==> src/rtl/ps2_rx.sv <==
// ----------------------------------------------------------------------------
// ps2_rx : PS/2 device-to-host frame receiver.
//
// Both raw PS/2 lines are brought into the clk domain through 2-FF
// synchronizers. The clock line is then deglitched by a level filter. Each
// falling edge of the filtered clock samples one bit of an 11-bit frame:
// start(0), 8 data bits LSB first, odd parity, stop(1).
//
// An idle counter aborts a frame that stalls for TIMEOUT_CYC cycles.
//
// Optional feature macro: PS2_PARITY_CHECK_EN
//   When defined, a frame with bad odd parity is rejected with err.
//   When undefined, the parity bit is shifted in but ignored.
//
// Parameters
//   FILT_LEN    consecutive equal samples needed to move the filtered clock
//   TIMEOUT_CYC cycles without a filtered edge inside a frame before abort
//
// Ports
//   clk       in   system clock, rising edge
//   rst_n     in   synchronous active-low reset
//   ps2_clk   in   raw PS/2 clock line (asynchronous)
//   ps2_data  in   raw PS/2 data line (asynchronous)
//   data      out  last good scan code, held between valid pulses
//   valid     out  one-cycle pulse when data was updated
//   err       out  one-cycle pulse when a frame was rejected or timed out
//   busy      out  high while a frame is in progress
// ----------------------------------------------------------------------------
module ps2_rx #(
  parameter int FILT_LEN    = 8,
  parameter int TIMEOUT_CYC = 5000
) (
  input  logic       clk,
  input  logic       rst_n,
  input  logic       ps2_clk,
  input  logic       ps2_data,
  output logic [7:0] data,
  output logic       valid,
  output logic       err,
  output logic       busy
);

  localparam int FCW = $clog2(FILT_LEN + 1);
  localparam int TCW = $clog2(TIMEOUT_CYC + 1);

  typedef enum logic [1:0] {
    S_IDLE   = 2'd0,
    S_DATA   = 2'd1,
    S_PARITY = 2'd2,
    S_STOP   = 2'd3
  } state_t;

  logic [1:0]     clk_sync_q;
  logic [1:0]     dat_sync_q;
  logic           filt_q, filt_d;
  logic           filt_prev_q;
  logic [FCW-1:0] filt_cnt_q, filt_cnt_d;

  state_t         state_q, state_d;
  logic [2:0]     bit_cnt_q, bit_cnt_d;
  logic [7:0]     shift_q, shift_d;
  logic           par_q, par_d;
  logic [TCW-1:0] idle_cnt_q, idle_cnt_d;
  logic [7:0]     data_q, data_d;
  logic           valid_q, valid_d;
  logic           err_q, err_d;
  logic           busy_q;

  logic           fall_s;
  logic           dat_s;
  logic           timeout_s;
  logic           parity_ok_s;
  logic           frame_good_s;

  assign dat_s  = dat_sync_q[1];
  assign fall_s = filt_prev_q & ~filt_q;

`ifdef PS2_PARITY_CHECK_EN
  // Odd parity: data bits plus parity bit must hold an odd number of ones.
  assign parity_ok_s = ^{shift_q, par_q};
`else
  logic unused_par_s;
  assign unused_par_s = par_q;
  assign parity_ok_s  = 1'b1;
`endif

  // In STOP the current sample is the stop bit itself.
  assign frame_good_s = dat_s & parity_ok_s;

  assign timeout_s = (state_q != S_IDLE) && (idle_cnt_q == TCW'(TIMEOUT_CYC));

  // Filter: flip the level after FILT_LEN consecutive samples at the other level.
  always_comb begin
    filt_d     = filt_q;
    filt_cnt_d = '0;
    if (clk_sync_q[1] != filt_q) begin
      if (filt_cnt_q == FCW'(FILT_LEN - 1)) begin
        filt_d     = ~filt_q;
        filt_cnt_d = '0;
      end else begin
        filt_cnt_d = filt_cnt_q + 1'b1;
      end
    end else begin
      filt_cnt_d = '0;
    end
  end

  // Frame FSM, idle counter and output pulse generation.
  always_comb begin
    state_d    = state_q;
    bit_cnt_d  = bit_cnt_q;
    shift_d    = shift_q;
    par_d      = par_q;
    data_d     = data_q;
    valid_d    = 1'b0;
    err_d      = 1'b0;
    idle_cnt_d = idle_cnt_q;

    // Saturating; cleared by every edge, counts only inside a frame.
    if (fall_s) begin
      idle_cnt_d = '0;
    end else if ((state_q != S_IDLE) && (idle_cnt_q != TCW'(TIMEOUT_CYC))) begin
      idle_cnt_d = idle_cnt_q + 1'b1;
    end else begin
      idle_cnt_d = idle_cnt_q;
    end

    // An edge takes priority over a coincident timeout.
    if (fall_s) begin
      case (state_q)
        S_IDLE: begin
          if (!dat_s) begin
            state_d   = S_DATA;
            bit_cnt_d = 3'd0;
          end else begin
            state_d = S_IDLE;
          end
        end
        S_DATA: begin
          shift_d   = {dat_s, shift_q[7:1]};
          bit_cnt_d = bit_cnt_q + 3'd1;
          if (bit_cnt_q == 3'd7) begin
            state_d = S_PARITY;
          end else begin
            state_d = S_DATA;
          end
        end
        S_PARITY: begin
          par_d   = dat_s;
          state_d = S_STOP;
        end
        S_STOP: begin
          state_d = S_IDLE;
          if (frame_good_s) begin
            data_d  = shift_q;
            valid_d = 1'b1;
          end else begin
            err_d = 1'b1;
          end
        end
        default: begin
          state_d = S_IDLE;
        end
      endcase
    end else if (timeout_s) begin
      state_d   = S_IDLE;
      err_d     = 1'b1;
      shift_d   = 8'h00;
      bit_cnt_d = 3'd0;
    end else begin
      state_d = state_q;
    end
  end

  // Synchronizers, filter and edge-detect history; reset to the idle-high level.
  always_ff @(posedge clk) begin
    if (!rst_n) begin
      clk_sync_q  <= 2'b11;
      dat_sync_q  <= 2'b11;
      filt_q      <= 1'b1;
      filt_prev_q <= 1'b1;
      filt_cnt_q  <= '0;
    end else begin
      clk_sync_q  <= {clk_sync_q[0], ps2_clk};
      dat_sync_q  <= {dat_sync_q[0], ps2_data};
      filt_q      <= filt_d;
      filt_prev_q <= filt_q;
      filt_cnt_q  <= filt_cnt_d;
    end
  end

  // FSM state, datapath and registered outputs.
  always_ff @(posedge clk) begin
    if (!rst_n) begin
      state_q    <= S_IDLE;
      bit_cnt_q  <= 3'd0;
      shift_q    <= 8'h00;
      par_q      <= 1'b0;
      idle_cnt_q <= '0;
      data_q     <= 8'h00;
      valid_q    <= 1'b0;
      err_q      <= 1'b0;
      busy_q     <= 1'b0;
    end else begin
      state_q    <= state_d;
      bit_cnt_q  <= bit_cnt_d;
      shift_q    <= shift_d;
      par_q      <= par_d;
      idle_cnt_q <= idle_cnt_d;
      data_q     <= data_d;
      valid_q    <= valid_d;
      err_q      <= err_d;
      busy_q     <= (state_d != S_IDLE);
    end
  end

  assign data  = data_q;
  assign valid = valid_q;
  assign err   = err_q;
  assign busy  = busy_q;

endmodule

==> config.mk <==
export PLATFORM = sky130hd
export DESIGN_NAME = ps2_rx
export DESIGN_NICKNAME = d
export VERILOG_FILES = /design/src/rtl/ps2_rx.sv
export SDC_FILE = /design/constraint.sdc
export NUM_CORES = 1
export LEC_CHECK = 0
export CELL_PAD_IN_SITES_DETAIL_PLACEMENT = 1
export CELL_PAD_IN_SITES_GLOBAL_PLACEMENT = 2
export CORE_MARGIN = 2
export CORE_UTILIZATION = 37
export DETAILED_ROUTE_END_ITERATION = 12
export PLACE_DENSITY = 0.83
export SYNTH_ARGS = -nofsm -noshare
export SYNTH_HDL_FRONTEND = slang
export SYNTH_SLANG_ARGS = --single-unit
export TNS_END_PERCENT = 5
==> constraint.sdc <==
create_clock -name clk -period 2.1 [get_ports clk]
set_input_delay 0.42 -clock clk [delete_from_list [all_inputs] [get_ports clk]]
set_output_delay 0.42 -clock clk [all_outputs]
set_load 0.03 [all_outputs]
==> impl_summary.log, run 1 <==
[metrics] status: complete, no violations
[metrics] Total Power: roughly 1500 µW
[metrics] quantity of gates resized following cts: 0
[metrics] worst path cell trace: clkdlybuf4s50_1
[metrics] wire length reported by the detailed router: about 4000 µm
[metrics] Pwr Density: 671.8 nW/µm²
[metrics] Final Hold Violating Endpoints: 0
[metrics] Pins Over Slew Limit: 0
[metrics] fill count: 558
[metrics] Yosys reg bits: 47
[metrics] Worst Setup Start Kind: flop
[metrics] Slowest-stage cell, CP: clkdlybuf4s50_1
[metrics] period utilization: 0.8310
[metrics] total nets after synthesis: about 200
[metrics] port buffer count: 14
[metrics] reg2reg path depth: 6
[metrics] Worst-Margin Slew: between 0.4 and 0.5 ns
[metrics] synthesized area: ~1900 µm²
[metrics] normalized max-slew margin: 0.6759
[metrics] critical path capture point type: primary output
[metrics] Clock Sink Count: 47
[metrics] RSZ-0062 raised after global routing: false
[metrics] via count of the first global-routing pass: 1437
[metrics] Post-DRT Antenna Nets: 0
[metrics] classification of the worst-slack hold path: reg2reg
[metrics] path type of the worst setup path: reg2out
[metrics] reg-to-reg setup timing slack: 0.41 ns
[metrics] starting utilization of the core area: 0.3787
[metrics] setup repair bufs after CTS: 0
[metrics] unique cell type count in the Yosys netlist: 39
[metrics] number of iterations in the first detailed-routing pass: 4
[metrics] DRC violations left: 0
[metrics] layout cell share with drive strength beyond 1: 0.09709
[metrics] shortest period the worst path allows: between 1.5 and 2 ns
[metrics] H-tree levels: 2
[metrics] number of buffers on the longest clock path: 2
[metrics] Final setup viols: 0
[metrics] worst vdd rail ir drop: 0.3021 mV
[metrics] core box area: 5042 µm²
[metrics] category of cells accounting for the largest share of critical-path delay: buffers and inverters
[metrics] CP max FO: 2
[metrics] max-cap check violation count: 0
[metrics] Skew-Pair Late Insertion Delay: roughly 0.31 ns
[metrics] last weighted congestion value of the routability-driven placer: 0.7844
[metrics] number of instances in the synthesized netlist: 188
[metrics] share of the yosys chip area belonging to registers: 0.4928
[metrics] number of antenna violations at the first check in global routing: 0
[metrics] CTS tree: done
[metrics] via count normalized by instance count: 5.083
[metrics] Clock Skews: 0.009752 ns
[metrics] maximum number of pins on one net before global-route repair: 17
[metrics] area of the die: approximately 5800 µm²
[metrics] total congestion overflow after global routing: 0
[metrics] Clk Tree Root Cell: clkbuf_8
[metrics] Net count, final: 214
[metrics] Hold Buf Count CTS: 0
[metrics] Worst Setup SP: data[1]$_SDFFE_PN0P_
[metrics] number of DRC markers after the initial detailed-route iteration: between 40 and 50
[metrics] final-layout worst hold slack: a little over 0.4 ns
[metrics] number of top-level design ports: 15
[metrics] endpoint with the worst hold slack: dat_sync_q[1]$_SDFF_PN1_
[metrics] DR vias: 1403
[metrics] proportion of netlist area held by the largest area contributor: 0.4928
[metrics] Layout area overhead: 16.38%
[metrics] data arrival at the endpoint of the critical path: between 1 and 1.5 ns
[metrics] leakage power summed over all cells: about 0.0009 µW
[metrics] horizontal die dimension: about 76 µm
[metrics] cell types with the largest area share after synthesis: dfxtp_1, xor2_1, mux2i_1
[metrics] highest clock frequency the design can meet: 0.5730 GHz
[metrics] slowest stage delay, CP: between 0.6 and 0.7 ns
[metrics] Worst Min Path Start: dat_sync_q[0]$_SDFF_PN1_
[metrics] height of the die: between 70 and 80 µm
[metrics] hpwl dp: just under 3000 µm
[metrics] worst endpoint required time: about 1.7 ns
[metrics] reg-to-reg startpoint: idle_cnt_q[0]$_SDFFE_PP0P_
[metrics] Antenna Diode Count: 0
[metrics] number of cells on the worst hold path: 1
[metrics] Crit Reg-Reg Endpoint: shift_q[5]$_SDFFE_PN0P_
[metrics] clock slew seen by the registers of the worst setup and hold paths: 0.09 ns
[metrics] number of core rows: 26
[metrics] Post-Syn Area per Cell: a little over 10 µm²
[metrics] cell taking the most area after synthesis: dfxtp_1
[metrics] Ys Warns: 0
[metrics] number of buffers added by the clock tree synthesis step: 5
[metrics] first-pass GRT wire length: roughly 6700 µm
[metrics] critical path buffer and inverter count: 1
[metrics] overall routing resource usage: 0.1568
[metrics] final routed wire length divided by cell count: between 10 and 15 µm
[metrics] Total Negative Setup Slacks: 0 ns
-- cells by family after synthesis --
group / share of synthesized area
AOI/OAI and AO/OA: 0.1009
xor gates and xnor gates: 0.06422
adders and majority gates: 0.03277
buffers and inverters: 0.03145
DFF: 0.4928
muxes: 0.06029
and+or+nand+nor: 0.2176
-- cells in the mapped netlist --
cell      count
clkbuf_1      4
nand3_1       6
or2_2         1
mux2_4        1
a31oi_1       1
a211oi_4      1
o32ai_1       1
inv_1         6
a21boi_0      1
and2_1        1
dfxtp_1      47
ha_1          5
nor2_1       26
nand3b_1      1
nor4b_4       1
o31ai_1       1
and3_1        3
buf_4         1
nor2_2        1
nor2b_1       2
nand2_1       8
mux2i_1      10
o21ai_0       1
and4_1        2
buf_2         3
and3_4        1
xor2_1       13
nand4_1       9
nand2b_1      6
and4b_4       1
o2111a_1      2
a22o_1       10
xnor2_1       1
or3_1         2
a21oi_1       4
nor3_1        1
nor4_1        1
o211ai_1      1
and4bb_4      1
-- layout by cell type, fill, tap and decap left out, types with 2 or more instances in the layout --
| cell | n |
|---|---|
| a21oi_1 | 4 |
| a22o_1 | 10 |
| and3_1 | 3 |
| and4_1 | 2 |
| buf_4 | 4 |
| clkbuf_8 | 5 |
| clkdlybuf4s50_1 | 14 |
| clkinvlp_4 | 2 |
| dfxtp_1 | 47 |
| ha_1 | 5 |
| inv_1 | 6 |
| mux2i_1 | 10 |
| nand2_1 | 8 |
| nand2b_1 | 6 |
| nand3_1 | 6 |
| nand4_1 | 9 |
| nor2_1 | 26 |
| nor2b_1 | 2 |
| o2111a_1 | 2 |
| or3_1 | 2 |
| xor2_1 | 13 |
-- cell type report --
type / count / area, µm² / share of cell area
timing repair buffer: 18 / 170.2 / 0.07658
tap: 70 / 87.58 / 0.03941
sequential: 47 / 940.9 / 0.4234
clock buffer: 5 / 68.82 / 0.03097
multi-input combinational: 127 / 908.4 / 0.4088
clock inverter: 3 / 23.77 / 0.01070
inverter: 6 / 22.52 / 0.01014
-- metrics by stage --
| stage | util | instance area [µm²] | setup slack, ns | cells |
|---|---|---|---|---|
| after floorplan | - | 1909 | 0.5916 | 188 |
| after global placement | 0.4223 | 2130 | 0.3940 | 268 |
| after detailed placement | 0.4223 | 2130 | 0.3400 | 268 |
| after CTS | 0.4407 | 2222 | 0.3327 | 276 |
| after global routing | 0.4407 | 2222 | 0.3036 | 276 |
| final | 0.4407 | 2222 | 0.3548 | 276 |
-- flip-flops by register name, indices dropped and copies added, names as in the netlist, 2 cells and up --
signal and flops:
dat_sync_q 2, bit_cnt_q 3, state_q 2, idle_cnt_q 13, shift_q 8, filt_cnt_q 4
clk_sync_q 2, data 8
-- worst reg2reg max path: cells and delay by family, from the launching register on --
family,cells,cell delay (ns)
AO/OA/AOI/OAI,2,0.58
adder cells (fa/ha/maj),1,0.19
flip-flops,1,0.42
buffers and inverters,1,0.07
AND/OR/NAND/NOR,2,0.40
-- power by group --
part | total (µW) | internal, µW | leakage (µW) | switching, µW
sequential | 897 | 894 | 0.000380 | 2.46
clock | 565 | 238 | 0.0000408 | 326
combinational | 31.2 | 12.6 | 0.000469 | 18.6
total | 1490 | 1150 | 0.000889 | 347
-- per-layer routing --
layer  wire length [µm]  vias to the layer above  GRT usage
met5                  0                        -          0
met4                 83                        0    0.07018
met3                132                        8    0.03968
met2               1977                       15     0.2615
met1               1720                      689     0.1899
li1                   -                      691          -
-- worst max path at each step --
stage                                    endpoint  depth (start not counted)
after floorplan           shift_q[0]$_SDFFE_PN0P_                          6
after global placement    shift_q[4]$_SDFFE_PN0P_                          5
after detailed placement  shift_q[5]$_SDFFE_PN0P_                          5
after CTS                                 data[1]                          1
after global routing                      data[0]                          1
final                                     data[1]                          1
Note: power is estimated with default switching activity, not from simulation.
==> run 2, diff against run 1 <==
- CORE_UTILIZATION: 37 -> 33
- PLACE_DENSITY: 0.83 -> 0.78
- clock period: 2.1 -> 1.6 ns (I/O delays scaled with it)
==> run 2 against run 1 <==
Net effect: die area rose by 11%; first-iteration DRC count fell by 2.2%; global-route usage fell by 1.7 points; sequential power rose by 32%; largest cell class unchanged.
==> impl_summary.log, run 2 (synthesis gave the netlist of run 1 again) <==
[metrics] status: complete, no violations (unchanged)
[metrics] Largest Register: idle_cnt_q (unchanged)
[metrics] Crit Reg-Reg Endpoint: shift_q[2]$_SDFFE_PN0P_ (was shift_q[5]$_SDFFE_PN0P_)
[metrics] endpoint with the worst hold slack: clk_sync_q[1]$_SDFF_PN1_ (was dat_sync_q[1]$_SDFF_PN1_)
[metrics] Clock Skews: 0.006306 ns (was 0.009752 ns)
[metrics] height of the die: 80.07 µm (was 75.84 µm)
[metrics] worst endpoint required time: 1.85 ns (was 1.68 ns)
[metrics] layout cell share with drive strength beyond 1: 0.1509 (was 0.09709)
[metrics] Sw Pwr: 451.0 µW (was 347.5 µW)
[metrics] path type of the worst setup path: reg2reg (was reg2out)
[metrics] routing usage on met3: 0.03933 (was 0.03968)
[metrics] cell-internal power: 1666 µW (was 1145 µW)
[metrics] via count normalized by instance count: 4.986 (was 5.083)
[metrics] RSZ-0062 raised after global routing: true (was false)
[metrics] reg2reg path depth: 6 (unchanged)
[metrics] via count of the first global-routing pass: 1449 (was 1437)
[metrics] first-pass GRT wire length: 6817 µm (was 6706 µm)
[metrics] CTS tree: done (unchanged)
[metrics] Layout area overhead: 20.25% (was 16.38%)
[metrics] Pins Over Slew Limit: 0 (unchanged)
[metrics] Pwr Density: 921.9 nW/µm² (was 671.8 nW/µm²)
[metrics] hpwl dp: 2898 µm (was 2922 µm)
[metrics] wire length reported by the detailed router: 4017 µm (was 3914 µm)
[metrics] overall routing resource usage: 0.1398 (was 0.1568)
[metrics] Clock Sink Count: 47 (unchanged)
[metrics] data arrival at the endpoint of the critical path: 1.81 ns (was 1.33 ns)
[metrics] port buffer count: 14 (unchanged)
[metrics] number of cells on the worst hold path: 1 (unchanged)
[metrics] fill count: 635 (was 558)
[metrics] worst vdd rail ir drop: 0.3481 mV (was 0.3021 mV)
[metrics] DRC violations left: 0 (unchanged)
[metrics] proportion of power drawn by the clock network: 0.423 (was 0.378)
[metrics] CP max FO: 8 (was 2)
[metrics] critical path capture point type: flop (was primary output)
[metrics] fin util: 0.4144 (was 0.4407)
[metrics] highest-count cells in the layout ignoring fill and taps: dfxtp_1, nor2_1, xor2_1, dlygate4sd2_1 (was dfxtp_1, nor2_1, clkdlybuf4s50_1, xor2_1)
[metrics] Worst Setup SP: idle_cnt_q[1]$_SDFFE_PP0P_ (was data[1]$_SDFFE_PN0P_)
[metrics] Worst Min Path Start: clk_sync_q[0]$_SDFF_PN1_ (was dat_sync_q[0]$_SDFF_PN1_)
[metrics] Final setup viols: 0 (unchanged)
[metrics] horizontal die dimension: 80.07 µm (was 75.84 µm)
[metrics] core box area: 5540 µm² (was 5042 µm²)
[metrics] reg-to-reg setup timing slack: 0.04 ns (was 0.41 ns)
[metrics] number of antenna violations at the first check in global routing: 0 (unchanged)
[metrics] Final Hold Violating Endpoints: 0 (unchanged)
[metrics] non-filler instance count after layout: 284 (was 276)
[metrics] clock slew seen by the registers of the worst setup and hold paths: 0.09 ns (about the same)
[metrics] normalized max-slew margin: 0.6687 (was 0.6759)
[metrics] relative contribution of sequential cells to total power: 0.556 (was 0.601)
[metrics] Post-DRT Antenna Nets: 0 (unchanged)
[metrics] routing layer with the top usage in global route: met2 (unchanged)
[metrics] total congestion overflow after global routing: 0 (unchanged)
[metrics] number of DRC markers after the initial detailed-route iteration: 44 (was 45)
[metrics] max-cap check violation count: 0 (unchanged)
[metrics] DR vias: 1416 (was 1403)
[metrics] number of iterations in the first detailed-routing pass: 4 (unchanged)
[metrics] sw frac: 0.2131 (was 0.2328)
[metrics] classification of the worst-slack hold path: reg2reg (unchanged)
[metrics] maximum number of pins on one net before global-route repair: 17 (unchanged)
[metrics] H-tree levels: 2 (unchanged)
[metrics] final-layout worst hold slack: 0.4239 ns (was 0.4154 ns)
[metrics] cell count after placement: 275 (was 268)
[metrics] met1 Resource Use GR: 0.1645 (was 0.1899)
[metrics] Hold Buf Count CTS: 0 (unchanged)
[metrics] reg-to-reg startpoint: idle_cnt_q[1]$_SDFFE_PP0P_ (was idle_cnt_q[0]$_SDFFE_PP0P_)
[metrics] Total Power: 2117 µW (was 1493 µW)
[metrics] shortest period the worst path allows: approximately 1.6 ns
[metrics] number of core rows: 27 (was 26)
[metrics] number of buffers on the longest clock path: 2 (unchanged)
[metrics] Skew-Pair Late Insertion Delay: 0.30 ns (was 0.31 ns)
[metrics] last weighted congestion value of the routability-driven placer: 0.8525 (was 0.7844)
[metrics] final routed wire length divided by cell count: 14.14 µm (was 14.18 µm)
[metrics] number of buffers added by the clock tree synthesis step: 5 (unchanged)
[metrics] Worst-Margin Slew: 0.4958 ns (was 0.4850 ns)
[metrics] global routing met2 resource utilization: 0.2442 (was 0.2615)
[metrics] flip-flop count of the largest register after layout: 13 (unchanged)
[metrics] leakage power summed over all cells: 0.0009965 µW (was 0.0008891 µW)
[metrics] Worst Setup Start Kind: flop (unchanged)
[metrics] period utilization: 0.9731
[metrics] Antenna Diode Count: 0 (unchanged)
[metrics] most common cell after layout, fill and taps aside: dfxtp_1 (unchanged)
[metrics] highest clock frequency the design can meet: between 0.6 and 0.7 GHz
[metrics] number of top-level design ports: 15 (unchanged)
[metrics] multi-input gate area in the final layout: 920.9 µm² (was 908.4 µm²)
[metrics] starting utilization of the core area: 0.3446 (was 0.3787)
[metrics] Clk Tree Root Cell: clkbuf_8 (unchanged)
[metrics] area of the die: 6410 µm² (was 5751 µm²)
[metrics] Total Negative Setup Slacks: 0 ns (unchanged)
[metrics] share of total power in combinational logic: 0.021 (about the same)
[metrics] Net count, final: 220 (was 214)
[metrics] area used by sequential logic in the layout: 944.7 µm² (was 940.9 µm²)
[run 2: cell count changes in the layout (fill, tap and decap cells not counted), sizes merged]
cell | previous run | this run
clkdlybuf4s50 | 14 | 3
dlygate4sd2 | 0 | 11
buf | 4 | 10
clkinvlp | 2 | 0
bufinv | 0 | 1
clkinv | 0 | 1
[run 2: timing repair]
| item | CTS | global route |
|---|---|---|
| pin swaps | 0 | 6 |
| setup buffers | 0 | 1 |
| setup endpoints to repair | 11 | 13 |
| gates resized for setup | 11 | 7 |
[run 2: worst max-delay path by stage]
stage                                      endpoint  slack (ns)
after floorplan             shift_q[0]$_SDFFE_PN0P_        0.09
after global placement    bit_cnt_q[0]$_SDFFE_PN0P_       0.009
after detailed placement    shift_q[2]$_SDFFE_PN0P_       -0.13
after CTS                   shift_q[2]$_SDFFE_PN0P_      0.0001
after global routing        shift_q[2]$_SDFFE_PN0P_       -0.03
final                       shift_q[2]$_SDFFE_PN0P_        0.04
[run 2: critical path, cell delays in order, from the launching register on]
cell and delay [ns]:
dfxtp_2 0.35, inv_2 0.04, ha_4 0.14, and4b_4 0.21
and3_4 0.19, a211oi_4 0.38, a22o_1 0.20
[run 2: layout make-up]
class,count,share of cell area
Multi-Input combinational cell,127,0.4011
Inverter,6,0.009809
Clock inverter,3,0.02071
Tap cell,72,0.03924
Timing Repair Buffer,24,0.08774
Clock buffer,5,0.02997
Sequential cell,47,0.4114
[run 2: metrics by stage]
stage	setup slack (ns)	cell area, µm²
2_1_floorplan	0.09162	1909
4_1_cts	0.0001272	2272
6_report	0.04298	2296
5_1_grt	-0.03449	2296
3_3_place_gp	0.009459	2170
3_5_place_dp	-0.1274	2170
[run 2: power groups by stage]
stage | sequential (µW) | clock, µW | combinational, µW
after floorplan | 1200 | 0 | 24.0
after global placement | 1200 | 0 | 42.0
after detailed placement | 1200 | 0 | 44.4
after CTS | 1180 | 930 | 44.4
after global routing | 1180 | 975 | 48.6
final | 1180 | 896 | 43.4
[run 2: metal layers]
| layer | routed length [µm] | vias to the layer above |
|---|---|---|
| met4 | 61 | 0 |
| li1 | - | 703 |
| met1 | 1809 | 686 |
| met5 | 0 | - |
| met3 | 137 | 5 |
| met2 | 2008 | 22 |
==> run 3, diff against run 2 <==
- CORE_UTILIZATION: 33 -> 43
- DONT_BUFFER_PORTS: default -> 1
- PLACE_DENSITY: 0.78 -> 0.87
- clock period: 1.6 -> 1.9 ns (I/O delays scaled with it)
==> run 3 against run 2 <==
Net effect: fmax fell by 6.9%; via count shrank 5.9%; critical endpoint is now shift_q[4]$_SDFFE_PN0P_; non-clock buffer count decreased by 21.
==> impl_summary.log, run 3 (synthesis gave the netlist of run 1 again) <==
[metrics] slowest stage delay, CP: 0.41 ns (was 0.38 ns)
[metrics] number of buffers on the longest clock path: 2 (unchanged)
[metrics] data arrival at the endpoint of the critical path: 1.93 ns (was 1.81 ns)
[metrics] Skew-Pair Late Insertion Delay: 0.31 ns (was 0.30 ns)
[metrics] wire length reported by the detailed router: 3869 µm (was 4017 µm)
[metrics] final routed wire length divided by cell count: 15.92 µm (was 14.14 µm)
[metrics] CP max FO: 8 (unchanged)
[metrics] Slowest-stage cell, CP: dfxtp_1 (was a211oi_4)
[metrics] Layout area overhead: 8.716% (was 20.25%)
[metrics] routed wire length on met3: 135 µm (was 137 µm)
[metrics] horizontal die dimension: 70.64 µm (was 80.07 µm)
[metrics] first-pass GRT wire length: 6941 µm (was 6817 µm)
[metrics] number of top-level design ports: 15 (unchanged)
[metrics] category of cells accounting for the largest share of critical-path delay: compound AO/OA/AOI/OAI gates (unchanged)
[metrics] classification of the worst-slack hold path: in2reg (was reg2reg)
[metrics] Largest Register: idle_cnt_q (unchanged)
[metrics] top layer in use: met4 (unchanged)
[metrics] clock slew seen by the registers of the worst setup and hold paths: 0.09 ns (about the same)
[metrics] status: complete, no violations (unchanged)
[metrics] via count normalized by instance count: 5.486 (was 4.986)
[metrics] max-cap check violation count: 0 (unchanged)
[metrics] routed length on met2: 1940 µm (was 2008 µm)
[metrics] highest-count cells in the layout ignoring fill and taps: dfxtp_1, nor2_1, xor2_1, mux2i_1, a22o_1 (was dfxtp_1, nor2_1, xor2_1, dlygate4sd2_1)
[metrics] Pwr Density: 851.8 nW/µm² (was 921.9 nW/µm²)
[metrics] leakage power summed over all cells: 0.0008533 µW (was 0.0009965 µW)
[metrics] path type of the worst setup path: reg2reg (unchanged)
[metrics] flip-flop count of the largest register after layout: 13 (unchanged)
[metrics] Clock Skews: 0.005199 ns (was 0.006306 ns)
[metrics] Final Hold Violating Endpoints: 0 (unchanged)
[metrics] area of the die: 4989 µm² (was 6410 µm²)
[metrics] via count of the first global-routing pass: 1472 (was 1449)
[metrics] core box area: 4324 µm² (was 5540 µm²)
[metrics] Clock Sink Count: 47 (unchanged)
[metrics] most common cell after layout, fill and taps aside: dfxtp_1 (unchanged)
[metrics] setup repair bufs after CTS: 0 (unchanged)
[metrics] placed inst area: 1959 µm² (was 2170 µm²)
[metrics] final instance area: 2076 µm² (was 2296 µm²)
[metrics] hpwl dp: 2670 µm (was 2898 µm)
[metrics] number of iterations in the first detailed-routing pass: 4 (unchanged)
[metrics] port buffer count: 0 (was 14)
[metrics] height of the die: 70.64 µm (was 80.07 µm)
[metrics] H-tree levels: 2 (unchanged)
[metrics] shortest period the worst path allows: 1.673 ns (was 1.557 ns)
[metrics] Net count, final: 199 (was 220)
[metrics] fin util: 0.4800 (was 0.4144)
[metrics] CTS tree: done (unchanged)
[metrics] number of antenna violations at the first check in global routing: 0 (unchanged)
[metrics] DR vias: 1333 (was 1416)
[metrics] DRC violations left: 0 (unchanged)
[metrics] Pins Over Slew Limit: 0 (unchanged)
[metrics] layout cell share with drive strength beyond 1: 0.09948 (was 0.1509)
[metrics] number of core rows: 24 (was 27)
[metrics] non-filler instance count after layout: 243 (was 284)
[metrics] maximum number of pins on one net before global-route repair: 17 (unchanged)
[metrics] total congestion overflow after global routing: 0 (unchanged)
[metrics] overall routing resource usage: 0.1749 (was 0.1398)
[metrics] normalized max-slew margin: 0.6730 (was 0.6687)
[metrics] worst endpoint required time: 2.16 ns (was 1.85 ns)
[metrics] Worst Setup Start Kind: flop (unchanged)
[metrics] critical path capture point type: flop (unchanged)
[metrics] cell count after placement: 235 (was 275)
[metrics] Clk Tree Root Cell: clkbuf_8 (unchanged)
[metrics] Hold Buf Count CTS: 0 (unchanged)
[metrics] post-route met1 wirelength: 1731 µm (was 1809 µm)
[metrics] worst vdd rail ir drop: 0.3230 mV (was 0.3481 mV)
[metrics] quantity of gates resized following cts: 0 (was 11)
[metrics] Antenna Diode Count: 0 (unchanged)
[metrics] number of buffers added by the clock tree synthesis step: 5 (unchanged)
[metrics] critical path buffer and inverter count: 1 (unchanged)
[metrics] last weighted congestion value of the routability-driven placer: 0.7598 (was 0.8525)
[metrics] highest clock frequency the design can meet: 0.5978 GHz (was 0.6423 GHz)
[metrics] Final setup viols: 0 (unchanged)
[metrics] final-layout worst hold slack: 0.1328 ns (was 0.4239 ns)
[metrics] worst path cell trace: inv_1 -> ha_1 -> and4b_4 -> and3_4 -> a211oi_4 -> a22o_1 (was inv_2 -> ha_4 -> and4b_4 -> and3_4 -> a211oi_4 -> a22o_1)
[metrics] Worst-Margin Slew: 0.4894 ns (was 0.4958 ns)
[metrics] number of DRC markers after the initial detailed-route iteration: 69 (was 44)
[metrics] RSZ-0062 raised after global routing: false (was true)
[metrics] Total Negative Setup Slacks: 0 ns (unchanged)
[metrics] Post-DRT Antenna Nets: 0 (unchanged)
[metrics] period utilization: 0.8804 (was 0.9731)
[metrics] starting utilization of the core area: 0.4416 (was 0.3446)
## run 3: cell count changes in the layout (fill, tap and decap cells not counted), sizes merged
cell,previous run,this run
dlygate4sd2,11,0
buf,10,3
clkdlybuf4s50,3,0
## run 3: per-stage QoR
step                      total power [µW]  setup WS, ns
final                                 1768        0.2273
after global routing                  1830        0.1248
after CTS                             1790        0.2279
after detailed placement              1039        0.2469
after global placement                1037        0.3052
after floorplan                       1034        0.3916
## run 3: metal layers
layer / global-route usage / vias up
met3: 0.04558 / 7
met4: 0.07128 / 0
met2: 0.2998 / 21
met5: 0 / -
li1: - / 661
met1: 0.2093 / 644
## run 3: area by class of cell
type,instances,area (µm²)
multi-input combinational,127,908.4
clock inverter,3,47.55
clock buffer,5,68.82
inverter,6,22.52
fill,504,2248
tap,52,65.06
timing repair buffer,3,22.52
sequential,47,940.9
## run 3: path summary, 6_finish.rpt
kind                                                  from                        to  slack, ns  depth (start not counted)
worst max-delay path            idle_cnt_q[0]$_SDFFE_PP0P_   shift_q[4]$_SDFFE_PN0P_       0.23                          6
worst min-delay path                                 rst_n       filt_q$_SDFFE_PN1P_       0.13                          1
worst max register to register  idle_cnt_q[0]$_SDFFE_PP0P_   shift_q[4]$_SDFFE_PN0P_       0.23                          6
worst min register to register    dat_sync_q[0]$_SDFF_PN1_  dat_sync_q[1]$_SDFF_PN1_       0.42                          1
## run 3: power by group
part           leakage (µW)  switching (µW)  internal (µW)
combinational      0.000415            15.7           7.45
clock             0.0000587             354            399
sequential         0.000380            3.01            989
total              0.000853             373           1390
==> RTL change 1, RTL diff (config.mk and constraints of run 1) <==
Encoding of `state_t`: now one-hot (4 bits for 4 states).
--- a/src/rtl/ps2_rx.sv
+++ b/src/rtl/ps2_rx.sv
@@ -44,9 +44,9 @@
   localparam int TCW = $clog2(TIMEOUT_CYC + 1);
 
-  typedef enum logic [1:0] {
-    S_IDLE   = 2'd0,
-    S_DATA   = 2'd1,
-    S_PARITY = 2'd2,
-    S_STOP   = 2'd3
+  typedef enum logic [3:0] {
+    S_IDLE   = 4'b0001,
+    S_DATA   = 4'b0010,
+    S_PARITY = 4'b0100,
+    S_STOP   = 4'b1000
   } state_t;
 
Function: no difference found for any inputs over 10 cycles, from zero or initial values and one cycle with rst_n low; not proved beyond that.
==> RTL change 1 against run 1 <==
Synthesized cell count grew 26%. Global-route usage grew 0.45 points. Sequential cell count is 2 higher. Total power up 2.7%. Synthesized area rose by 11%. Hold slack got worse by 0.0055 ns. Sequential power grew 4.2%. Routed wire length increased by 20%. Clock skew down 0.0034 ns. Cell area grew 9.5%. Register-to-register slack lost 0.25 ns. Worst setup slack got worse by 0.19 ns. Via count is 25% higher. Die area rose by 10%. Critical path type is now register to register. Largest cell class is now multi-input combinational cells.
==> RTL change 1: results (changes against run 1) <==
yosys-top-cells-area: "dfxtp_1 46%, a21oi_1 5.7%, mux2i_1 4.3%"
ys_types: 38  # -2.6%
post-place-ws_ns: 0.184  # -0.156 ns
drive_above_1_share_pct: 7.17  # -2.5 points
port_buffers: 14  # unchanged
critPathBufInv: 0  # -1
worstMarginPinSlew_ns: 0.566  # +0.0812 ns
cp_max_fo: 7  # +5
async_flop_share_pct: 0  # unchanged
routed-wl-met2_mm: 2.34  # +18%
r2r_start: "idle_cnt_q[1]$_SDFFE_PP0P_"
min_to: "dat_sync_q[1]$_SDFF_PN1_"
synthTopCellsByCount: "49 x dfxtp_1, 24 x a21oi_1, 20 x nand2_1"
r2r_end: "idle_cnt_q[10]$_SDFFE_PP0P_"
stdcell_count: 323  # +17%
reg2regPathDepth: 5  # -1
highest_layer: "met4"
routed_wl_mm: 4.70  # +20%
fin_nets: 259  # +21%
hold_slack_ns: 0.410  # -0.00550 ns
skew_ns: 0.00631  # -0.00344 ns
cts_htree_levels: 2  # unchanged
slowest_delay_ns: 0.63  # -0.04 ns
status: "finished clean"
clk_path_buf_depth: 2  # unchanged
ys_warn_count: 0  # unchanged
seqPwrFrac_pct: 61.0  # +0.9 points
ff2ff_setup_slack_ns: 0.16  # -0.25 ns
gp_congestion: 0.761  # -2.9%
syn_avg_cell_area_um2: 8.97  # -12%
crit_slowest_cell: "or4b_1"
gr-usage-all-layers_pct: 16.1  # +0.45 points
drt_first_pass_iters: 4  # unchanged
drt.antenna.violating_nets: 0  # unchanged
placed_cell_area_um2: 2340  # +9.9%
clkTransAtPathRegs_ns: 0.10
p_seq_mw: 0.935  # +4.2%
synth.net_count: 245  # +24%
worstPathArrival_ns: 2.17  # +0.84 ns
p_leak_nw: 0.841  # -5.4%
internal-power_mw: 1.18  # +3.1%
critPathTopFamily: "simple AND/OR/NAND/NOR gates"
vias: 1754  # +25%
cts_root_buf: "clkbuf_8"
grt_pass1_wl_mm: 8.14  # +21%
top_register: "idle_cnt_q"
grt_max_degree: 20  # +3
drt-met1-wl_mm: 2.23  # +30%
antenna_found_initial: 0  # unchanged
min_from: "dat_sync_q[0]$_SDFF_PN1_"
hpwlAfterDp_mm: 3.36  # +15%
antenna_cells: 0  # unchanged
seq_area_frac_synth_pct: 46.3  # -2.9 points
dr.first_iter.drc_count: 51  # +13%
ir_drop_v: 0.000227  # -25%
met3_length_um: 105  # -20%
critPathLaunchType: "register"
-- RTL change 1: metal layers --
metal  vias up  global-route usage (%)
li1        875                       -
met1       858                    19.7
met2        16                    28.7
met3         5                    3.73
met4         0                    3.62
met5         -                       0
-- RTL change 1: worst max path at each step --
stage                                  endpoint  slack (ns)  cells past startpoint
floorplan            idle_cnt_q[4]$_SDFFE_PP0P_        0.36                      7
global placement    idle_cnt_q[12]$_SDFFE_PP0P_        0.24                      5
detailed placement   idle_cnt_q[8]$_SDFFE_PP0P_        0.18                      5
CTS                  idle_cnt_q[8]$_SDFFE_PP0P_        0.16                      5
global route        idle_cnt_q[12]$_SDFFE_PP0P_        0.05                      4
finish              idle_cnt_q[10]$_SDFFE_PP0P_        0.16                      5
-- RTL change 1: layout make-up --
| class | count | area (µm²) |
|---|---|---|
| clock buffer | 5 | 68.8 |
| clock inverter | 3 | 22.5 |
| fill | 664 | 3070 |
| inverter | 9 | 33.8 |
| multi-input combinational | 164 | 1040 |
| sequential | 49 | 981 |
| tap | 72 | 90.1 |
| timing repair buffer | 21 | 193 |
-- RTL change 1: logic make-up (layout without fill, tap and decap cells) --
logic type / Yosys count / after routing / synth area share (%)
DFF: 49 / 49 / 46.3
buffers and inverters: 23 / 38 / 4.37
adders and majority gates: 5 / 5 / 2.96
xor gates and xnor gates: 6 / 6 / 2.48
and+or+nand+nor: 85 / 85 / 22.8
AOI/OAI and AO/OA: 59 / 59 / 16.8
muxes: 9 / 9 / 4.26
-- RTL change 1: worst register-to-register path, stage by stage (launching register included) --
cell	delay, ns
dfxtp_1	0.40
ha_1	0.24
nand2_1	0.07
or4b_1	0.63
or3_1	0.39
a21oi_1	0.14
==> RTL change 2, RTL diff (settings of run 1) <==
Made on the original files. The option `PS2_PARITY_CHECK_EN` is turned on by a define.
--- a/src/rtl/ps2_rx.sv
+++ b/src/rtl/ps2_rx.sv
@@ -27,4 +27,6 @@
 //   busy      out  high while a frame is in progress
 // ----------------------------------------------------------------------------
+`define PS2_PARITY_CHECK_EN
+
 module ps2_rx #(
   parameter int FILT_LEN    = 8,
Check against the original RTL: no difference found for any inputs over 10 cycles, from zero or initial values and one cycle with rst_n low; that may be too few to reach the edited logic, so the function may still have changed.
==> RTL change 2 against run 1 <==
Synthesized cell count up 25%. Cell area up 17%. Synthesized area up 14%. Count of clock-buffer cells in the layout up 2. Sequential cell count up 1. Sequential power up 2%. Total power up 12%. Cell count up 21%. Die area up 13%. Sequential share of layout area down 5.5 points. Routed wire length up 27%. Critical path depth up 4. Worst setup slack worse by 0.24 ns. Largest cell class is now multi-input combinational cells.
==> RTL change 2: results (changes against run 1) <==
status: "finished clean"
yosys-top-cells-area: "dfxtp_1 44%, nand2_1 6.0%, a21oi_1 5.1%"
dr.first_iter.drc_count: 89  # +98%
vias: 1783  # +27%
critPathTopFamily: "XOR/XNOR gates"
hpwlAfterDp_mm: 3.51  # +20%
worstPathArrival_ns: 2.21  # +0.88 ns
grt_pass1_vias: 1802  # +25%
drt-met1-wl_mm: 2.42  # +41%
gp_congestion: 0.788  # +0.45%
wl_per_cell_um: 15.0  # +5.5%
ir_drop_v: 0.000389  # +29%
p_switching_mw: 0.323  # -7.1%
synth_fa_ha_area_share_pct: 2.87  # -0.41 points
met3_length_um: 101  # -23%
seqPwrFrac_pct: 54.9  # -5.2 points
routed_wl_mm: 4.98  # +27%
cp_max_fo: 9  # +7
routed-wl-met2_mm: 2.36  # +19%
p_leak_nw: 0.905  # +1.8%
clk_latency_ns: 0.29  # -0.02 ns
grt_use_met3_pct: 3.11  # -0.86 points
synth_compound_gate_area_share_pct: 15.8  # +5.7 points
synthMuxAreaShare_pct: 6.08  # +0.056 points
crit_slowest_cell: "xor3_1"
placed_cell_area_um2: 2480  # +16%
post-place-ws_ns: 0.169  # -0.171 ns
==> RTL change 2: changes by cell type in the layout (fill, tap and decap cells not counted), moves of 5 or more <==
cell	run 1	this run
o211ai_1	1	13
a22o_1	10	0
a21oi_1	4	22
nand4_1	9	4
buf_4	4	14
nor2_1	26	9
nand2_1	8	35
o21ai_0	1	7
xor2_1	13	6
or4_1	0	6
==> RTL change 2: path summary, 6_finish.rpt <==
check | slack, ns | cells past startpoint | to
max reg2reg | 0.12 | 5 | data[2]$_SDFFE_PN0P_
min reg2reg | 0.42 | 1 | clk_sync_q[1]$_SDFF_PN1_
max | 0.12 | 5 | data[2]$_SDFFE_PN0P_
min | 0.42 | 1 | clk_sync_q[1]$_SDFF_PN1_
==> RTL change 2: layout make-up <==
cell class | instances | area share (%)
Clock inverter | 1 | 1.15
Timing Repair Buffer | 29 | 10.2
Clock buffer | 7 | 3.70
Multi-Input combinational cell | 169 | 43.6
Sequential cell | 48 | 36.9
Tap cell | 72 | 3.46
Inverter | 7 | 1.01
